File: config.mk
export PLATFORM = sky130hd
export DESIGN_NAME = matrix_operand_loader
export DESIGN_NICKNAME = d
export VERILOG_FILES = /design/src/rtl/matrix_pkg.sv /design/src/rtl/mat_slot_counter.sv /design/src/rtl/matrix_operand_loader.sv
export SDC_FILE = /design/constraint.sdc
export NUM_CORES = 1
export LEC_CHECK = 0
export BUFFER_PORTS_ARGS = -buffer_cell sky130_fd_sc_hd__buf_2
export CAP_MARGIN = 20
export CORE_AREA = 2 2 215 217
export CTS_CLUSTER_DIAMETER = 120
export DETAILED_ROUTE_END_ITERATION = 7
export DIE_AREA = 0 0 217 219
export PLACE_DENSITY = 0.76
export SLEW_MARGIN = 30
export SYNTH_ARGS = -nofsm -noshare
export SYNTH_HDL_FRONTEND = slang
export SYNTH_SLANG_ARGS = --single-unit
export TNS_END_PERCENT = 5
File: constraint.sdc
create_clock -name clk -period 25.8 [get_ports clk]
set_input_delay 3.87 -clock clk [delete_from_list [all_inputs] [get_ports clk]]
set_output_delay 3.87 -clock clk [all_outputs]
set_load 0.05 [all_outputs]
File: src/rtl/matrix_pkg.sv
// Shared definitions for the matrix operand loader: default geometry, loader
// state encoding, and the row-major slot-index helper.
// Latency: n/a (package). Backpressure: n/a (package).
package matrix_pkg;

  // Default geometry: A is N x M, B is M x N, elements are W bits wide.
  localparam int N_DEF = 4;
  localparam int M_DEF = 2;
  localparam int W_DEF = 32;

  // Loader states, in frame order.
  typedef enum logic [1:0] {
    LOAD_A = 2'd0,
    LOAD_B = 2'd1,
    HOLD   = 2'd2
  } state_t;

  // Row-major slot index of element (r, c) in a matrix with 'cols' columns.
  function automatic int idx(input int r, input int c, input int cols);
    return r * cols + c;
  endfunction

endpackage

File: src/rtl/mat_slot_counter.sv
// Wrap counter that walks the element slots of one matrix.
// Latency: count updates on the edge after inc/clr; at_term is combinational.
// Backpressure: none; advances only when the owner pulses inc.
//
// Ports:
//   clk, reset      clock, async active-high reset (count -> 0)
//   clr             synchronous return to 0, wins over inc
//   inc             advance; wraps to 0 when count == term
//   term            terminal value for the current matrix
//   count           current slot index
//   at_term         count == term
module mat_slot_counter #(
  parameter int WIDTH = 3
) (
  input  logic             clk,
  input  logic             reset,
  input  logic             clr,
  input  logic             inc,
  input  logic [WIDTH-1:0] term,
  output logic [WIDTH-1:0] count,
  output logic             at_term
);

  assign at_term = (count == term);

  always_ff @(posedge clk or posedge reset) begin
    if (reset) begin
      count <= '0;
    end else if (clr) begin
      count <= '0;
    end else if (inc) begin
      count <= at_term ? '0 : count + 1'b1;
    end
  end

endmodule

File: src/rtl/matrix_operand_loader.sv
// Packs a serial word stream into A (N x M) then B (M x N), row-major, and
// presents both as one operand set. Latency: out_valid rises 1 cycle after the
// final B word. Backpressure: in_ready drops for the whole HOLD phase until
// the consumer asserts out_ready.
//
// Ports:
//   clk, reset            clock, async active-high reset
//   clear                 synchronous flush (same effect as reset)
//   in_data/valid/ready   input word stream; in_last tags the final B word
//   a_out                 A packed, a[i][j] at [(i*M+j)*W +: W]
//   b_out                 B packed, b[e][f] at [(e*N+f)*W +: W]
//   out_valid/out_ready   operand-set handshake
//   frame_err             sticky: misplaced or missing in_last seen
module matrix_operand_loader
  import matrix_pkg::*;
#(
  parameter int N = N_DEF,
  parameter int M = M_DEF,
  parameter int W = W_DEF
) (
  input  logic             clk,
  input  logic             reset,
  input  logic             clear,
  input  logic [W-1:0]     in_data,
  input  logic             in_valid,
  output logic             in_ready,
  input  logic             in_last,
  output logic [N*M*W-1:0] a_out,
  output logic [M*N*W-1:0] b_out,
  output logic             out_valid,
  input  logic             out_ready,
  output logic             frame_err
);

  localparam int SLOTS = N * M;
  localparam int IW    = (SLOTS > 1) ? $clog2(SLOTS) : 1;
  localparam int BW    = $clog2(SLOTS * W);

  // A and B hold the same element count, so both load states share a
  // terminal value; the mux keeps the per-state selection explicit.
  localparam logic [IW-1:0] TERM_A = IW'(N * M - 1);
  localparam logic [IW-1:0] TERM_B = IW'(M * N - 1);

  state_t            state_q, state_d;
  logic [SLOTS*W-1:0] a_q, b_q;
  logic              out_valid_q;
  logic              frame_err_q;

  logic [IW-1:0]     slot_idx;
  logic [IW-1:0]     slot_term;
  logic              slot_at_term;
  logic [BW-1:0]     bit_base;

  logic              accept;
  logic              cnt_inc, cnt_clr;
  logic              a_we, b_we;
  logic              bus_zero;
  logic              set_err, set_valid, clr_valid;

  assign in_ready  = (state_q != HOLD);
  // clear takes priority over any word presented in the same cycle.
  assign accept    = in_valid && in_ready && !clear;
  assign slot_term = (state_q == LOAD_B) ? TERM_B : TERM_A;
  assign bit_base  = BW'(slot_idx * W);

  mat_slot_counter #(
    .WIDTH (IW)
  ) u_slot_counter (
    .clk     (clk),
    .reset   (reset),
    .clr     (cnt_clr),
    .inc     (cnt_inc),
    .term    (slot_term),
    .count   (slot_idx),
    .at_term (slot_at_term)
  );

  always_comb begin
    state_d   = state_q;
    cnt_inc   = 1'b0;
    cnt_clr   = 1'b0;
    a_we      = 1'b0;
    b_we      = 1'b0;
    bus_zero  = 1'b0;
    set_err   = 1'b0;
    set_valid = 1'b0;
    clr_valid = 1'b0;

    if (clear) begin
      state_d   = LOAD_A;
      cnt_clr   = 1'b1;
      bus_zero  = 1'b1;
      clr_valid = 1'b1;
    end else begin
      case (state_q)
        LOAD_A: begin
          if (accept) begin
            if (in_last) begin
              // in_last can never be legal while loading A: drop and restart.
              state_d  = LOAD_A;
              cnt_clr  = 1'b1;
              bus_zero = 1'b1;
              set_err  = 1'b1;
            end else begin
              a_we    = 1'b1;
              cnt_inc = 1'b1;
              if (slot_at_term) state_d = LOAD_B;
            end
          end
        end
        LOAD_B: begin
          if (accept) begin
            if (in_last && !slot_at_term) begin
              state_d  = LOAD_A;
              cnt_clr  = 1'b1;
              bus_zero = 1'b1;
              set_err  = 1'b1;
            end else begin
              b_we    = 1'b1;
              cnt_inc = 1'b1;
              if (slot_at_term) begin
                // A missing in_last is flagged but the frame still completes.
                state_d   = HOLD;
                set_valid = 1'b1;
                if (!in_last) set_err = 1'b1;
              end
            end
          end
        end
        HOLD: begin
          if (out_ready) begin
            state_d   = LOAD_A;
            cnt_clr   = 1'b1;
            clr_valid = 1'b1;
          end
        end
        default: begin
          state_d = LOAD_A;
          cnt_clr = 1'b1;
        end
      endcase
    end
  end

  always_ff @(posedge clk or posedge reset) begin
    if (reset) begin
      state_q     <= LOAD_A;
      a_q         <= '0;
      b_q         <= '0;
      out_valid_q <= 1'b0;
      frame_err_q <= 1'b0;
    end else begin
      state_q <= state_d;

      // Buses are not wiped between good frames; slots are overwritten in place.
      if (bus_zero) begin
        a_q <= '0;
        b_q <= '0;
      end else begin
        if (a_we) a_q[bit_base +: W] <= in_data;
        if (b_we) b_q[bit_base +: W] <= in_data;
      end

      if (clear)        frame_err_q <= 1'b0;
      else if (set_err) frame_err_q <= 1'b1;

      if (clr_valid)      out_valid_q <= 1'b0;
      else if (set_valid) out_valid_q <= 1'b1;
    end
  end

  assign a_out     = a_q;
  assign b_out     = b_q;
  assign out_valid = out_valid_q;
  assign frame_err = frame_err_q;

endmodule
## After elaboration in Yosys (flattened, before gate mapping)

Cells that the tools add are included.

- Input bits: 38
- Logic and storage cells: 84
- Output and inout bits: 515
- Flip-flop bits (word level): 519

- $add $sub $neg: 2
- Equal/unequal tests: 9
- Shift operators: 2
- Reduce and logical (&&, ||, !) cells: 12
- Multiplexer cells: 53

Operators with widths:

| kind | number |
|---|---|
| 2-to-1 mux 256 bit | 4 |
| bitwise mux 256 bit | 2 |
| variable shift 32 x 10 -> 256 bit (first input constant) | 1 |
| indexed part select 32 x 10 -> 256 bit | 1 |
| 2-to-1 mux 1 bit | 31 |
| 2-to-1 mux 2 bit | 8 |
| negator 8 -> 10 bit | 1 |
| nonzero test 2 bit | 5 |
| 2-to-1 mux 3 bit | 3 |
| inequality test 3 bit (second input constant) | 3 |
| case mux 1 bit (2 select lines) | 3 |
| case mux 2 bit (3 select lines) | 1 |
| AND reduction 5 bit | 1 |
| inequality test 4 x 3 -> 1 bit (second input constant) | 1 |
| inequality test 4 bit (second input constant) | 1 |
| adder 3 x 1 -> 3 bit (second input constant) | 1 |
| equality test 3 bit (second input constant) | 1 |
| logical AND 1 bit | 3 |
| case mux 1 bit (3 select lines) | 1 |
| equality test 2 x 1 -> 1 bit (second input constant) | 1 |
| equality test 2 bit (second input constant) | 1 |
| zero test 1 bit | 2 |
| zero test 2 bit | 1 |
| inequality test 2 bit (second input constant) | 1 |

## Longest topological paths before layout

- Depth in word-level cells: 9
- Gate-level depth with buffers: 12
- Depth with buffers taken out: 8

## By module

From an unflattened synthesis, not the netlist that was laid out.

- Cells, all modules: 2130
- Area total of the unflattened synthesis: 21124.0 µm²

Modules (own cells, without submodules):

| module | area an instance (µm²) | times used | cells each | seq. area each (µm²) |
|---|---|---|---|---|
| matrix_operand_loader | 20920.1 | 1 | 2107 | 12912.4 |
| mat_slot_counter | 203.9 | 1 | 23 | 75.1 |

## Worst setup path before layout

No wires, ideal clock.

- Path type: input to register
- Start: input port in_last
- End: register b_q[209] (netlist: b_out[209])
- Setup time: 120 ps
- Required time: 25680 ps
- Arrival: 5313 ps
- Cell stages on the path: 7
- Setup slack: 20367 ps
- Buffers on the path: 2
- Cells stage by stage: ha_1 nor4b_2 and2_1 buf_2 nand2_2 buf_2 a31o_2

- Word-level cells in the longest chain between the ends: 6
- Elaborated cells between the ends (all ways): 13
- Those cells by class: mux (11); reduce/logical (2)

RTL lines:

| item | line | text |
|---|---|---|
| start, declared | matrix_operand_loader.sv:27 | `input logic in_last,` |
| logical AND 1 bit | matrix_operand_loader.sv:113 | `if (in_last && !slot_at_term) begin` |
| 2-to-1 mux 1 bit | matrix_operand_loader.sv:113 |  |
| 2-to-1 mux 1 bit | matrix_operand_loader.sv:112 | `if (accept) begin` |
| case mux 1 bit (2 select lines) or 2-to-1 mux 1 bit (tied branches) | matrix_operand_loader.sv:95 | `case (state_q)` |
| 2-to-1 mux 1 bit | matrix_operand_loader.sv:89 | `if (clear) begin` |
| 2-to-1 mux 256 bit or nonzero test 2 bit (tied branches) | -- |  |
| end signal, assigned by index | matrix_operand_loader.sv:161 | `if (b_we) b_q[bit_base +: W] <= in_data;` |
| end, declared | matrix_operand_loader.sv:45 | `logic [SLOTS*W-1:0] a_q, b_q;` |

Several ways; a longest one is shown, not always the timed one.
A chain may end at the register's enable or synchronous reset.

## Final worst setup path

- Start: input port in_last
- End: register a_q[183] (netlist: a_out[183])

- Word-level cells in the longest chain between the ends: 6
- Elaborated cells between the ends (all ways): 13
- Those cells by class: mux (11); reduce/logical (2)

RTL lines:

| item | line | text |
|---|---|---|
| logical AND 1 bit | matrix_operand_loader.sv:113 |  |
| 2-to-1 mux 1 bit | matrix_operand_loader.sv:113 |  |
| 2-to-1 mux 1 bit | matrix_operand_loader.sv:112 |  |
| case mux 1 bit (2 select lines) | matrix_operand_loader.sv:95 |  |
| 2-to-1 mux 1 bit | matrix_operand_loader.sv:89 |  |
| 2-to-1 mux 256 bit or nonzero test 2 bit (tied branches) | -- |  |
| end signal, assigned by index | matrix_operand_loader.sv:160 | `if (a_we) a_q[bit_base +: W] <= in_data;` |
| end, declared | matrix_operand_loader.sv:45 |  |

Several ways; a longest one is shown, not always the timed one.

==> key figures <==
Floorplan
  • Core area: roughly 45000 sq um
  • Die Y: 219 microns
  • IO Count: 553
  • Initial Util: about 49%
  • Die width: ~220 microns
  • Die ar.: about 48000 sq um
  • Num rows: 78

Min path
  • Hold crit path type: register to register

Logic synthesis
  • Most frequent cells after synthesis: 519 x dfrtp_1, 321 x a31o_2, 272 x nor2_1
  • Synth warnings: 0
  • Most numerous cell in the Yosys netlist: dfrtp_1
  • Synth Register Bits: approximately 520
  • Synth top area cells: dfrtp_1 59%, a31o_2 13%, nor2_1 4.7%
  • Synth Cell Area: approximately 22000 sq um
  • Synthesized area per cell: between 10 and 15 sq um
  • Seq/Total Area, Yosys: approximately three fifths
  • Async S/R FF share, synth: between 90% and 100%
  • Post-synth net total: 2049
  • Yosys cell types: 48
  • Number of flops mapped to enable cells by yosys: 0
  • Area fraction of the dominant cell type after synthesis: between 50 and 60%
  • Most used flip-flop cell after synthesis: dfrtp_1
  • Post-Synthesis Cells: ~2k
  • Yosys top cell by area: dfrtp_1

Clock tree
  • # clock sinks: just over 500
  • Clk_lat worst skew: 610 ps
  • CTS Buf Count: 53
  • # resized after CTS: 0
  • Reg clk slew, reported paths: roughly 60 ps
  • Root buffer cell: clkbuf_16
  • TritonCTS clock tree: done
  • Post-CTS Setup Repair Bufs: 0
  • CTS max path bufs: 3
  • H-tree level count: 2
  • CTS Hold Buffers Added: 0

Worst setup path
  • WS Path Type: primary input to register
  • CP endpoint kind: register
  • Worst Path Arrival: slightly above 7000 ps
  • Crit path launch type: primary input
  • Worst reg-to-reg setup slack: roughly 22000 ps
  • Worst Path Required: roughly 26000 ps
  • Worst-path fanout max: just under 70

Placed design
  • DP Worst Slack: approximately 19000 ps
  • PortBufs: 552
  • Hpwl dp: roughly 46000 microns
  • RD Place Congestion: about 0.83

Drt
  • Residual DRC: 0
  • Vias: approximately 18k
  • Routed Antenna Nets: 0
  • DRT Wirelength: roughly 71000 microns
  • Wire per inst: between 20 and 25 microns
  • First-pass iteration count of the detailed router: 5
  • Vias per cell: around 6
  • Initial DRC Count: approximately 1.9k

Final layout
  • Footprint of the multi-input gates: between 7000 and 8000 sq um
  • Number of fill cells: around 3.7k
  • Share of layout cells above drive strength 1: between 40% and 50%
  • Number of diodes: 0
  • P&R area growth vs syn: 21.70%
  • Reg area: between 10000 and 15000 sq um
  • Final #Nets: between 2k and 2.5k

STA
  • Worst Setup Slack, final: approximately 19000 ps
  • Crit share post-route: approximately a quarter
  • Setup Skew: roughly 18 ps
  • Final setup vio count: 0
  • Hold Slack: slightly below 500 ps
  • Relative slew slack: a little over a third
  • RSZ-0062 raised after global routing: false
  • Actual slew at the worst max-slew pin: about 960 ps
  • Final hold vios: 0
  • Crit path time final: 6594 ps
  • Setup_tns: 0 ps
  • Max frequency: about 0.15 GHz
  • Max Slew Vio Count: 0

Global route
  • Vias in the first global route: 17.24k
  • Largest net degree at the start of global routing: roughly 180
  • Initial antenna violation count: 0
  • First-pass GRT wire length: 106300 microns
  • GRT Residual Overflow: 0
  • GRT Total Usage: between 20 and 30%

Power and ir drop
  • Static leakage: ~14 nW
  • Pwr per Cell Area: 63.17 nW/um^2
  • Worst VDD drop: 47.18 uV

Job
  • Maxcap violations: 0

Outcome
  • Status: finished, final reports clean
==> logic make-up (layout without fill, tap and decap cells) <==
family,count (synthesis),in the layout,share of synthesized area (%)
adder cells (fa/ha/maj),6,6,0.3430
flip-flops,519,519,59.35
multiplexers,73,73,3.339
buffers and inverters,230,687,4.700
AO/OA/AOI/OAI,503,503,18.52
AND/OR/NAND/NOR,674,674,13.75
==> registers in the layout (all words and copies together) (netlist names) <==
name	flops
a_out	256
b_out	256
frame_err	1
out_valid	1
state_q	2
u_slot_counter.count	3
==> critical path, cell delays in order <==
cell	delay, ps
buf_2	170
ha_1	350
mux2i_4	170
buf_4	510
nor2_2	120
nor2_4	160
buf_4	600
buf_4	570
buf_16	310
a31o_2	210
==> final timing paths <==
kind	start	to	cells after the start
max	in_last	a_out[183]	10
min	b_out[36]	b_out[36]	1
max in group asynchronous	reset	a_out[171]	5
min reg2reg	b_out[36]	b_out[36]	1
max reg2reg	u_slot_counter.count[0]	a_out[183]	12
min in group asynchronous	reset	a_out[213]	2
==> per-stage QoR <==
stage | cell area [sq um] | utilization [%] | instances | power [W]
floorplan | 21880 | - | 2005 | 0.0008860
global placement | 24720 | 54.82 | 2961 | 0.0009092
detailed placement | 24810 | 55.02 | 2965 | 0.0009123
CTS | 26590 | 58.96 | 3060 | 0.001691
global route | 26630 | 59.07 | 3062 | 0.001732
finish | 26630 | 59.07 | 3062 | 0.001682
==> cells in the final DEF, fill, tap and decap left out, drive strengths merged, types with 11 or more instances in the layout <==
cell    instances
a21oi          96
a31o          344
buf           584
clkbuf         80
clkinv         11
dfrtp         519
mux2i          73
nand2         164
nand2b         14
nand3          62
nor2          274
nor3          131
o211ai         17
o21ai          22
o21bai         13
==> layer usage <==
layer  GRT usage, %  wire length (microns)  up-vias
li1               -                      -     7935
met1          39.26                  28510     9050
met2          46.32                  34060      840
met3          7.221                   6227      148
met4          11.12                   2607        0
met5              0                      0        -
==> final cells by class <==
type                    instances  area share [%]
clock inverters                16          0.7188
flip-flops and latches        519           48.76
clock buffers                  79           5.957
repair buffers                585           11.66
well taps                     600           2.819
multi-input cells            1256           29.93
inverters                       7          0.1456
==> power by group <==
part	switching [W]	internal (W)	total (W)
combinational	0.0000688	0.0000133	0.0000821
sequential	0.000000835	0.000815	0.000816
clock	0.000320	0.000464	0.000784
total	0.000390	0.00129	0.00168
No activity file was read; power rests on OpenSTA's default activity.
